$ cat src/rtl/fetch_buffer.sv
// Instruction prefetch queue: owns the fetch PC and issues in-order imem reads under a credit limit.
// It queues PC-tagged words for decode; a redirect flushes the queue and drops in-flight data.
module fetch_buffer #(
    parameter int unsigned DEPTH    = 4,
    parameter logic [31:0] RESET_PC = 32'h0000_0000
) (
    input  logic        clk,
    input  logic        rst,
    output logic        imem_req,
    output logic [31:0] imem_addr,
    input  logic        imem_gnt,
    input  logic        imem_rvalid,
    input  logic [31:0] imem_rdata,
    output logic        instr_valid,
    input  logic        instr_ready,
    output logic [31:0] instr,
    output logic [31:0] pc,
    output logic [31:0] pc_plus4,
    input  logic        redirect,
    input  logic [31:0] redirect_pc
);
    localparam int unsigned PW    = $clog2(DEPTH);
    localparam int unsigned CW    = PW + 1;
    localparam logic [CW:0] LIMIT = (CW + 1)'(DEPTH);

    logic [31:0]   r_fetch_pc;
    logic [31:0]   r_resp_pc;
    logic [CW-1:0] r_count;
    logic [CW-1:0] r_outstanding;
    logic [CW-1:0] r_drop_cnt;
    logic [PW-1:0] r_wr_ptr;
    logic [PW-1:0] r_rd_ptr;
    logic [31:0]   r_instr_mem [DEPTH];
    logic [31:0]   r_pc_mem    [DEPTH];

    logic [CW:0]   w_credit_used;
    logic          w_grant;
    logic          w_resp;
    logic          w_drop;
    logic          w_push;
    logic          w_pop;
    logic [31:0]   w_head_pc;

    // Credits cover queued entries plus in-flight reads, so a response always finds a free slot.
    always_comb begin
        w_credit_used = {1'b0, r_count} + {1'b0, r_outstanding};
        imem_req      = rst && !redirect && (w_credit_used < LIMIT);
        imem_addr     = r_fetch_pc;
        w_grant       = imem_req && imem_gnt;
        w_resp        = imem_rvalid && (r_outstanding != '0);
        w_drop        = w_resp && (r_drop_cnt != '0);
        w_push        = w_resp && !w_drop && !redirect;
        instr_valid   = (r_count != '0);
        w_pop         = instr_valid && instr_ready && !redirect;
        w_head_pc     = r_pc_mem[r_rd_ptr];
        instr         = instr_valid ? r_instr_mem[r_rd_ptr] : '0;
        pc            = instr_valid ? w_head_pc : '0;
        pc_plus4      = instr_valid ? (w_head_pc + 32'd4) : '0;
    end

    always_ff @(posedge clk or negedge rst) begin
        if (!rst) begin
            r_fetch_pc    <= RESET_PC;
            r_resp_pc     <= RESET_PC;
            r_count       <= '0;
            r_outstanding <= '0;
            r_drop_cnt    <= '0;
            r_wr_ptr      <= '0;
            r_rd_ptr      <= '0;
        end else if (redirect) begin
            r_fetch_pc    <= redirect_pc;
            r_resp_pc     <= redirect_pc;
            r_count       <= '0;
            r_wr_ptr      <= '0;
            r_rd_ptr      <= '0;
            r_outstanding <= r_outstanding - CW'(w_resp);
            // Every read still in flight is stale, including ones already marked for dropping.
            r_drop_cnt    <= r_outstanding - CW'(w_resp);
        end else begin
            if (w_grant) begin
                r_fetch_pc <= r_fetch_pc + 32'd4;
            end
            r_outstanding <= r_outstanding + CW'(w_grant) - CW'(w_resp);
            if (w_drop) begin
                r_drop_cnt <= r_drop_cnt - CW'(1);
            end
            if (w_push) begin
                r_resp_pc <= r_resp_pc + 32'd4;
                r_wr_ptr  <= r_wr_ptr + PW'(1);
            end
            if (w_pop) begin
                r_rd_ptr <= r_rd_ptr + PW'(1);
            end
            r_count <= r_count + CW'(w_push) - CW'(w_pop);
        end
    end

    always_ff @(posedge clk) begin
        if (w_push) begin
            r_instr_mem[r_wr_ptr] <= imem_rdata;
            r_pc_mem[r_wr_ptr]    <= r_resp_pc;
        end
    end

endmodule

$ cat config.mk
export PLATFORM = sky130hd
export DESIGN_NAME = fetch_buffer
export DESIGN_NICKNAME = d
export VERILOG_FILES = /design/src/rtl/fetch_buffer.sv
export SDC_FILE = /design/constraint.sdc
export NUM_CORES = 1
export LEC_CHECK = 0
export CORE_MARGIN = 1
export CORE_UTILIZATION = 50
export DETAILED_ROUTE_END_ITERATION = 10
export PLACE_DENSITY = 0.73
export SYNTH_ARGS = -nofsm -noshare
export SYNTH_HDL_FRONTEND = slang
export SYNTH_SLANG_ARGS = --single-unit
$ cat constraint.sdc
create_clock -name clk -period 2.9 [get_ports clk]
set_clock_uncertainty 0.2 [all_clocks]
set_input_delay 0.58 -clock clk [delete_from_list [all_inputs] [get_ports clk]]
set_output_delay 0.58 -clock clk [all_outputs]
set_load 0.02 [all_outputs]
# Word level (Yosys, flattened, before mapping)
# Memories as Yosys holds them, arrays and structs flattened.
# Index checks and enable logic that the tools add are counted.
[op_classes]
n_eq_ne = 0
bitwise_logic = 0
magnitude_cmp = 1
n_mul = 0
reduce_logical = 18
div_mod_pow = 0
shift = 0
n_addsub = 12
n_mux = 17
[ops]
columns = ["operator", "n"]
rows = [
  ["2-to-1 mux 32 bit", 7],
  ["adder 32 x 3 -> 32 bit, second input constant", 3],
  ["2-to-1 mux 3 bit", 4],
  ["logical AND 1 bit", 9],
  ["nonzero test 3 bit", 3],
  ["subtractor 3 x 1 -> 3 bit", 3],
  ["2-to-1 mux 2 bit", 4],
  ["nonzero test 2 bit", 4],
  ["adder 3 x 1 -> 3 bit", 2],
  ["adder 2 x 1 -> 2 bit, second input constant", 2],
  ["adder 3 x 3 -> 4 bit", 1],
  ["< comparator 4 x 3 -> 1 bit, second input constant", 1],
  ["subtractor 3 x 1 -> 3 bit, second input constant", 1],
  ["logical NOT 1 bit", 2],
  ["2-to-1 mux 1 bit", 2],
]
[totals]
ram_bits = 256
register_bits = 77
word_cells = 57
latchBits = 0
output_inout_bits = 130
memories = 2
romBits = 0
[memory_table]
columns = ["name", "words", "word_bits", "read_ports", "rd_clocked_by_memory_dff", "write_ports", "line_no", "text"]
rows = [
  ["r_instr_mem", 4, 32, 1, 0, 1, "33", "logic [31:0] r_instr_mem [DEPTH];"],
  ["r_pc_mem", 4, 32, 1, 0, 1, "34", "logic [31:0] r_pc_mem [DEPTH];"],
]

# Logic depth before layout (Yosys ltp)
[depth]
word_depth = 9
ltp_mapped = 12
ltp_nobuf = 12

# Worst setup path after synthesis
# Ideal clock, no wire load.
[synth_path]
kind = "register to output"
startpoint = "reg r_rd_ptr[0]"
endpoint = "out pc_plus4[26]"
path_buffers = 2
arrival_ps = 2644
setup_slack_ps = -524
path_stages_with_launch = 9
path_cell_list = "dfrtp_1 clkbuf_4 mux4_2 ha_1 nand4_1 or4_1 buf_2 or4_1 a21oi_1"
[synth_via]
elab_chain_cells = 3
[synth_lines]
columns = ["item", "line_no", "text"]
rows = [
  ["from (decl)", "32", "logic [PW-1:0] r_rd_ptr;"],
  ["from (signal assigned)", "92", "r_rd_ptr <= r_rd_ptr + PW'(1);"],
  ["memory (4 x 32 bit)", "--", ""],
  ["adder 32 x 3 -> 32 bit", "58", "pc_plus4 = instr_valid ? (w_head_pc + 32'd4) : '0;"],
  ["2-to-1 mux 32 bit", "58", ""],
  ["to (decl)", "18", "output logic [31:0] pc_plus4,"],
]
# Every way passes these cells.

# Final worst setup path
[layout_path]
startpoint = "reg r_rd_ptr[0]"
endpoint = "out pc_plus4[30]"
# The elaborated chain is that of the path after synthesis.

==> run_summary.xml <==
<?xml version="1.0" encoding="UTF-8"?>
<metrics>
  <group name="outcome">
    <metric name="outcome" unit="">complete, but fails checks</metric>
    <metric name="violations" unit="">setup timing</metric>
  </group>
  <group name="clocking">
    <metric name="h_tree_depth" unit="">2</metric>
    <metric name="cts-buffers-inserted" unit="">34</metric>
    <metric name="clkSlewWorstSetupHoldPaths" unit="ns">0.06</metric>
    <metric name="clock_sink_count" unit="">333</metric>
    <metric name="cts_max_path_buffers" unit="">3</metric>
    <metric name="tritoncts" unit="">yes</metric>
    <metric name="clk_root_buffer_cell" unit="">sky130_fd_sc_hd__clkbuf_16</metric>
    <metric name="clk_latency" unit="ns">0.50</metric>
  </group>
  <group name="drt">
    <metric name="dr_total_vias" unit="">10500</metric>
    <metric name="vias_per_cell" unit="">5.86</metric>
    <metric name="drtIter0Drc" unit="">884</metric>
    <metric name="detailedRoute.firstPassIterationCount" unit="">6</metric>
    <metric name="wirelength" unit="microns">39800</metric>
    <metric name="wl_per_cell" unit="microns">22.2</metric>
    <metric name="final_antenna_violating_net_count" unit="">0</metric>
    <metric name="drcViolationCount" unit="">0</metric>
  </group>
  <group name="worst_setup_path">
    <metric name="setup.worst_path.start" unit="">r_rd_ptr[0]</metric>
    <metric name="worst_r2r_endpoint" unit="">r_count[1]</metric>
    <metric name="timing.critical_path.required" unit="ns">2.12</metric>
    <metric name="critical_path.endpoint_type" unit="">output port</metric>
    <metric name="timing.setup.critical_path_class" unit="">reg -&gt; out</metric>
    <metric name="r2r_setup_slack" unit="ns">0.11</metric>
    <metric name="rr_startpoint" unit="">r_count[1]</metric>
    <metric name="cp-endpoint" unit="">pc_plus4[30]</metric>
    <metric name="arrival" unit="ns">3.18</metric>
    <metric name="crit_path_start_kind" unit="">flip-flop</metric>
    <metric name="r2r.worst_path.cells" unit="">13</metric>
    <metric name="critical_path_peak_fanout" unit="">7</metric>
  </group>
  <group name="synth">
    <metric name="syn_area_per_cell" unit="sq um">14.4</metric>
    <metric name="synth_sequential_area_ratio" unit="%">64.8</metric>
    <metric name="mappedNetlistNets" unit="">1119</metric>
    <metric name="synth-edff-count" unit="">256</metric>
    <metric name="yosys_warnings" unit="">0</metric>
    <metric name="ys.flop_type" unit="">sky130_fd_sc_hd__edfxtp_1</metric>
    <metric name="synth.distinct_cells" unit="">52</metric>
    <metric name="synth.ff_latch_count" unit="">333</metric>
    <metric name="synthArstFlopShare" unit="%">23.1</metric>
    <metric name="postSynthCellCount" unit="">1030</metric>
    <metric name="syn_area" unit="sq mm">0.0148</metric>
  </group>
  <group name="pwr">
    <metric name="p_total" unit="mW">18.6</metric>
    <metric name="p_leak" unit="nW">7.56</metric>
    <metric name="ratio_of_total_power_to_cell_area" unit="mW/mm^2">907</metric>
    <metric name="irDropWorstVdd" unit="V">0.000411</metric>
  </group>
  <group name="final_layout">
    <metric name="fillCellCount" unit="">1802</metric>
    <metric name="ff_latch_area" unit="sq mm">0.00962</metric>
    <metric name="share_of_layout_cells_above_drive_strength_1" unit="%">36.5</metric>
    <metric name="final_net_count" unit="">1478</metric>
    <metric name="multi_input_logic_area" unit="sq mm">0.00541</metric>
    <metric name="final_core_util" unit="%">71.0</metric>
    <metric name="layout-area-overhead-vs-synth" unit="%">38.6</metric>
  </group>
  <group name="grt">
    <metric name="overflow" unit="">0</metric>
    <metric name="met3_demand_to_capacity_share_in_global_routing" unit="%">3.96</metric>
    <metric name="globalRouteMet1Util" unit="%">34.4</metric>
    <metric name="grt_util_met2" unit="%">40.6</metric>
    <metric name="number_of_global_route_vias_before_repair" unit="">10400</metric>
    <metric name="antenna_found_initial" unit="">1</metric>
    <metric name="globalRouteTotalUtil" unit="%">24.9</metric>
    <metric name="global_route.peak_usage_layer" unit="">met2</metric>
    <metric name="grt_max_degree" unit="">78</metric>
    <metric name="grt_pass1_wl" unit="microns">58200</metric>
  </group>
  <group name="floorplan">
    <metric name="die_y" unit="microns">174</metric>
    <metric name="num_io_pins" unit="">200</metric>
    <metric name="core" unit="sq mm">0.0289</metric>
    <metric name="floorplan.die_area" unit="sq mm">0.0303</metric>
    <metric name="die_width" unit="microns">174</metric>
    <metric name="num_rows" unit="">62</metric>
    <metric name="initial_standard_cell_utilization_of_the_core" unit="%">51.2</metric>
  </group>
  <group name="place">
    <metric name="routabilityCongestion" unit="">0.888</metric>
    <metric name="port_buffers" unit="">199</metric>
    <metric name="post-place-ws" unit="ns">-0.930</metric>
    <metric name="dp_hpwl" unit="microns">24100</metric>
  </group>
  <group name="sta">
    <metric name="timing.final.max_slew_violations" unit="">0</metric>
    <metric name="maxClockFrequency" unit="MHz">253</metric>
    <metric name="timing.hold.ws" unit="ns">0.331</metric>
    <metric name="timing.slew.headroom" unit="%">48.0</metric>
    <metric name="setup_violations" unit="">94</metric>
    <metric name="final_worst_path_cycle_share" unit="%">136</metric>
    <metric name="worst_pin_slew" unit="ns">0.780</metric>
    <metric name="finalCriticalPeriod" unit="ns">3.96</metric>
    <metric name="timing.final.hold_violations" unit="">0</metric>
    <metric name="rsz0062_at_grt" unit="">yes</metric>
    <metric name="setup_ws" unit="ns">-1.06</metric>
  </group>
  <group name="flow_run">
    <metric name="maxCapViolations" unit="">0</metric>
  </group>
  <group name="min_path">
    <metric name="worstHoldPathType" unit="">in -&gt; reg</metric>
  </group>
</metrics>
==> metrics by stage <==
| stage | cell area (sq um) | instances | setup TNS, ns |
|---|---|---|---|
| floorplan | 14900 | 1030 | -0.524 |
| global placement | 18100 | 1679 | -36.11 |
| detailed placement | 18100 | 1679 | -38.27 |
| CTS | 19800 | 1774 | -38.11 |
| global route | 20500 | 1797 | -44.25 |
| finish | 20500 | 1797 | -38.14 |
==> kinds of logic (layout without fill, tap and decap cells) <==
family	count (synthesis)	in the layout	share of synthesized area (%)
fa+ha+maj	19	19	1.70
buf+inv	89	471	2.50
flops	333	333	64.8
simple gates	349	349	12.7
compound gates	113	113	4.45
xor+xnor	49	49	2.89
mux	78	78	10.9
other cells	0	1	0
==> critical path: stages, from the launching register on <==
cell and delay, ns:
sky130_fd_sc_hd__dfrtp_4 0.53, sky130_fd_sc_hd__buf_6 0.15, sky130_fd_sc_hd__buf_6 0.12, sky130_fd_sc_hd__buf_12 0.13, sky130_fd_sc_hd__buf_4 0.13, sky130_fd_sc_hd__buf_6 0.11
sky130_fd_sc_hd__mux4_2 0.38, sky130_fd_sc_hd__nand4_1 0.20, sky130_fd_sc_hd__nor4_2 0.34, sky130_fd_sc_hd__nand2_1 0.14, sky130_fd_sc_hd__mux2_4 0.33, sky130_fd_sc_hd__buf_6 0.13
==> routing by layer <==
| layer | routed length, microns | vias to the layer above |
|---|---|---|
| met5 | 0 | - |
| met4 | 1190 | 0 |
| met3 | 2660 | 77 |
| met2 | 19700 | 501 |
| met1 | 16300 | 5330 |
| li1 | - | 4621 |
==> final cells by class <==
cell class | instances | area share (%)
tap | 384 | 2.34
multi-input combinational | 608 | 26.3
timing repair buffer | 374 | 18.7
clock buffer | 46 | 4.46
inverter | 38 | 0.761
sequential | 333 | 46.8
clock inverter | 13 | 0.572
antenna | 1 | 0.0122
==> registers in the layout, summed over array words and instances, names as in the netlist <==
signal	flops
imem_addr	32
r_count	3
r_drop_cnt	3
r_instr_mem	128
r_outstanding	3
r_pc_mem	128
r_rd_ptr	2
r_resp_pc	32
r_wr_ptr	2
==> synthesized netlist by cell type (2+ instances only) <==
| library cell | instances | area (sq um) |
|---|---|---|
| sky130_fd_sc_hd__edfxtp_1 | 256 | 7690 |
| sky130_fd_sc_hd__dfrtp_1 | 77 | 1930 |
| sky130_fd_sc_hd__and2_1 | 75 | 469 |
| sky130_fd_sc_hd__nand2_1 | 67 | 251 |
| sky130_fd_sc_hd__mux4_2 | 60 | 1350 |
| sky130_fd_sc_hd__o21ai_0 | 60 | 300 |
| sky130_fd_sc_hd__nor2_1 | 52 | 195 |
| sky130_fd_sc_hd__nand3_1 | 43 | 215 |
| sky130_fd_sc_hd__inv_1 | 38 | 143 |
| sky130_fd_sc_hd__xnor2_1 | 35 | 307 |
| sky130_fd_sc_hd__clkbuf_1 | 33 | 124 |
| sky130_fd_sc_hd__nand4_1 | 25 | 156 |
| sky130_fd_sc_hd__nor4_1 | 21 | 131 |
| sky130_fd_sc_hd__a21oi_1 | 17 | 85.1 |
| sky130_fd_sc_hd__ha_1 | 17 | 213 |
| sky130_fd_sc_hd__nor3_1 | 15 | 75.1 |
| sky130_fd_sc_hd__xor2_1 | 14 | 123 |
| sky130_fd_sc_hd__and3_1 | 13 | 81.3 |
| sky130_fd_sc_hd__a31oi_1 | 11 | 68.8 |
| sky130_fd_sc_hd__mux2_2 | 11 | 124 |
| sky130_fd_sc_hd__o311ai_0 | 11 | 96.3 |
| sky130_fd_sc_hd__or3_1 | 10 | 62.6 |
| sky130_fd_sc_hd__o211ai_1 | 9 | 67.6 |
| sky130_fd_sc_hd__buf_2 | 8 | 40.0 |
| sky130_fd_sc_hd__buf_1 | 5 | 18.8 |
| sky130_fd_sc_hd__and4_1 | 4 | 35.0 |
| sky130_fd_sc_hd__mux4_1 | 4 | 105 |
| sky130_fd_sc_hd__nand3b_1 | 4 | 30.0 |
| sky130_fd_sc_hd__nor2b_1 | 3 | 18.8 |
| sky130_fd_sc_hd__nor4b_1 | 3 | 26.3 |
| sky130_fd_sc_hd__or4_1 | 3 | 22.5 |
| sky130_fd_sc_hd__buf_4 | 2 | 15.0 |
| sky130_fd_sc_hd__buf_6 | 2 | 22.5 |
| sky130_fd_sc_hd__fa_1 | 2 | 40.0 |
| sky130_fd_sc_hd__mux2_1 | 2 | 22.5 |
| sky130_fd_sc_hd__nand2b_1 | 2 | 12.5 |
==> power by group <==
| part | internal (mW) | switching, mW | leakage (nW) |
|---|---|---|---|
| Sequential | 5.47 | 0.317 | 3.25 |
| Clock | 2.40 | 1.70 | 0.507 |
| Combinational | 4.54 | 4.21 | 3.80 |
| Total | 12.4 | 6.23 | 7.56 |
==> worst min-delay path by stage <==
stage                 start              to  slack [ns]  cells past startpoint
6_report           redirect   r_resp_pc[22]        0.33                      4
5_1_grt            redirect   r_resp_pc[22]        0.35                      4
4_1_cts            redirect   r_resp_pc[22]        0.31                      4
3_5_place_dp   r_resp_pc[0]  r_pc_mem[2][0]        0.33                      0
3_3_place_gp   r_resp_pc[1]  r_pc_mem[2][1]        0.30                      0
2_1_floorplan           rst    imem_addr[0]        0.08                      0
==> cell usage in the layout (no fill, tap or decap), types with 12 or more instances in the layout <==
cell	synthesis	layout
sky130_fd_sc_hd__a21oi_1	17	12
sky130_fd_sc_hd__and2_1	75	19
sky130_fd_sc_hd__and2_4	0	52
sky130_fd_sc_hd__buf_12	0	16
sky130_fd_sc_hd__buf_4	2	100
sky130_fd_sc_hd__buf_6	2	140
sky130_fd_sc_hd__clkbuf_16	0	35
sky130_fd_sc_hd__clkdlybuf4s50_1	0	99
sky130_fd_sc_hd__dfrtp_1	77	75
sky130_fd_sc_hd__edfxtp_1	256	256
sky130_fd_sc_hd__ha_1	17	12
sky130_fd_sc_hd__inv_1	38	32
sky130_fd_sc_hd__mux4_2	60	64
sky130_fd_sc_hd__nand2_1	67	63
sky130_fd_sc_hd__nand3_1	43	36
sky130_fd_sc_hd__nand4_1	25	25
sky130_fd_sc_hd__nor2_1	52	47
sky130_fd_sc_hd__nor3_1	15	12
sky130_fd_sc_hd__nor4_1	21	15
sky130_fd_sc_hd__o21ai_0	60	59
sky130_fd_sc_hd__xnor2_1	35	31
sky130_fd_sc_hd__xor2_1	14	12
==> timing repair <==
item,4_1_cts,5_1_grt
pin swaps,29,56
resized for setup,583,201
endpoints found under the setup margin,98,99
buffers inserted,34,33
cloned,3,0
hold endpoints to repair,17,0
hold buffers,1,0
No activity file was read; power rests on OpenSTA's default activity.
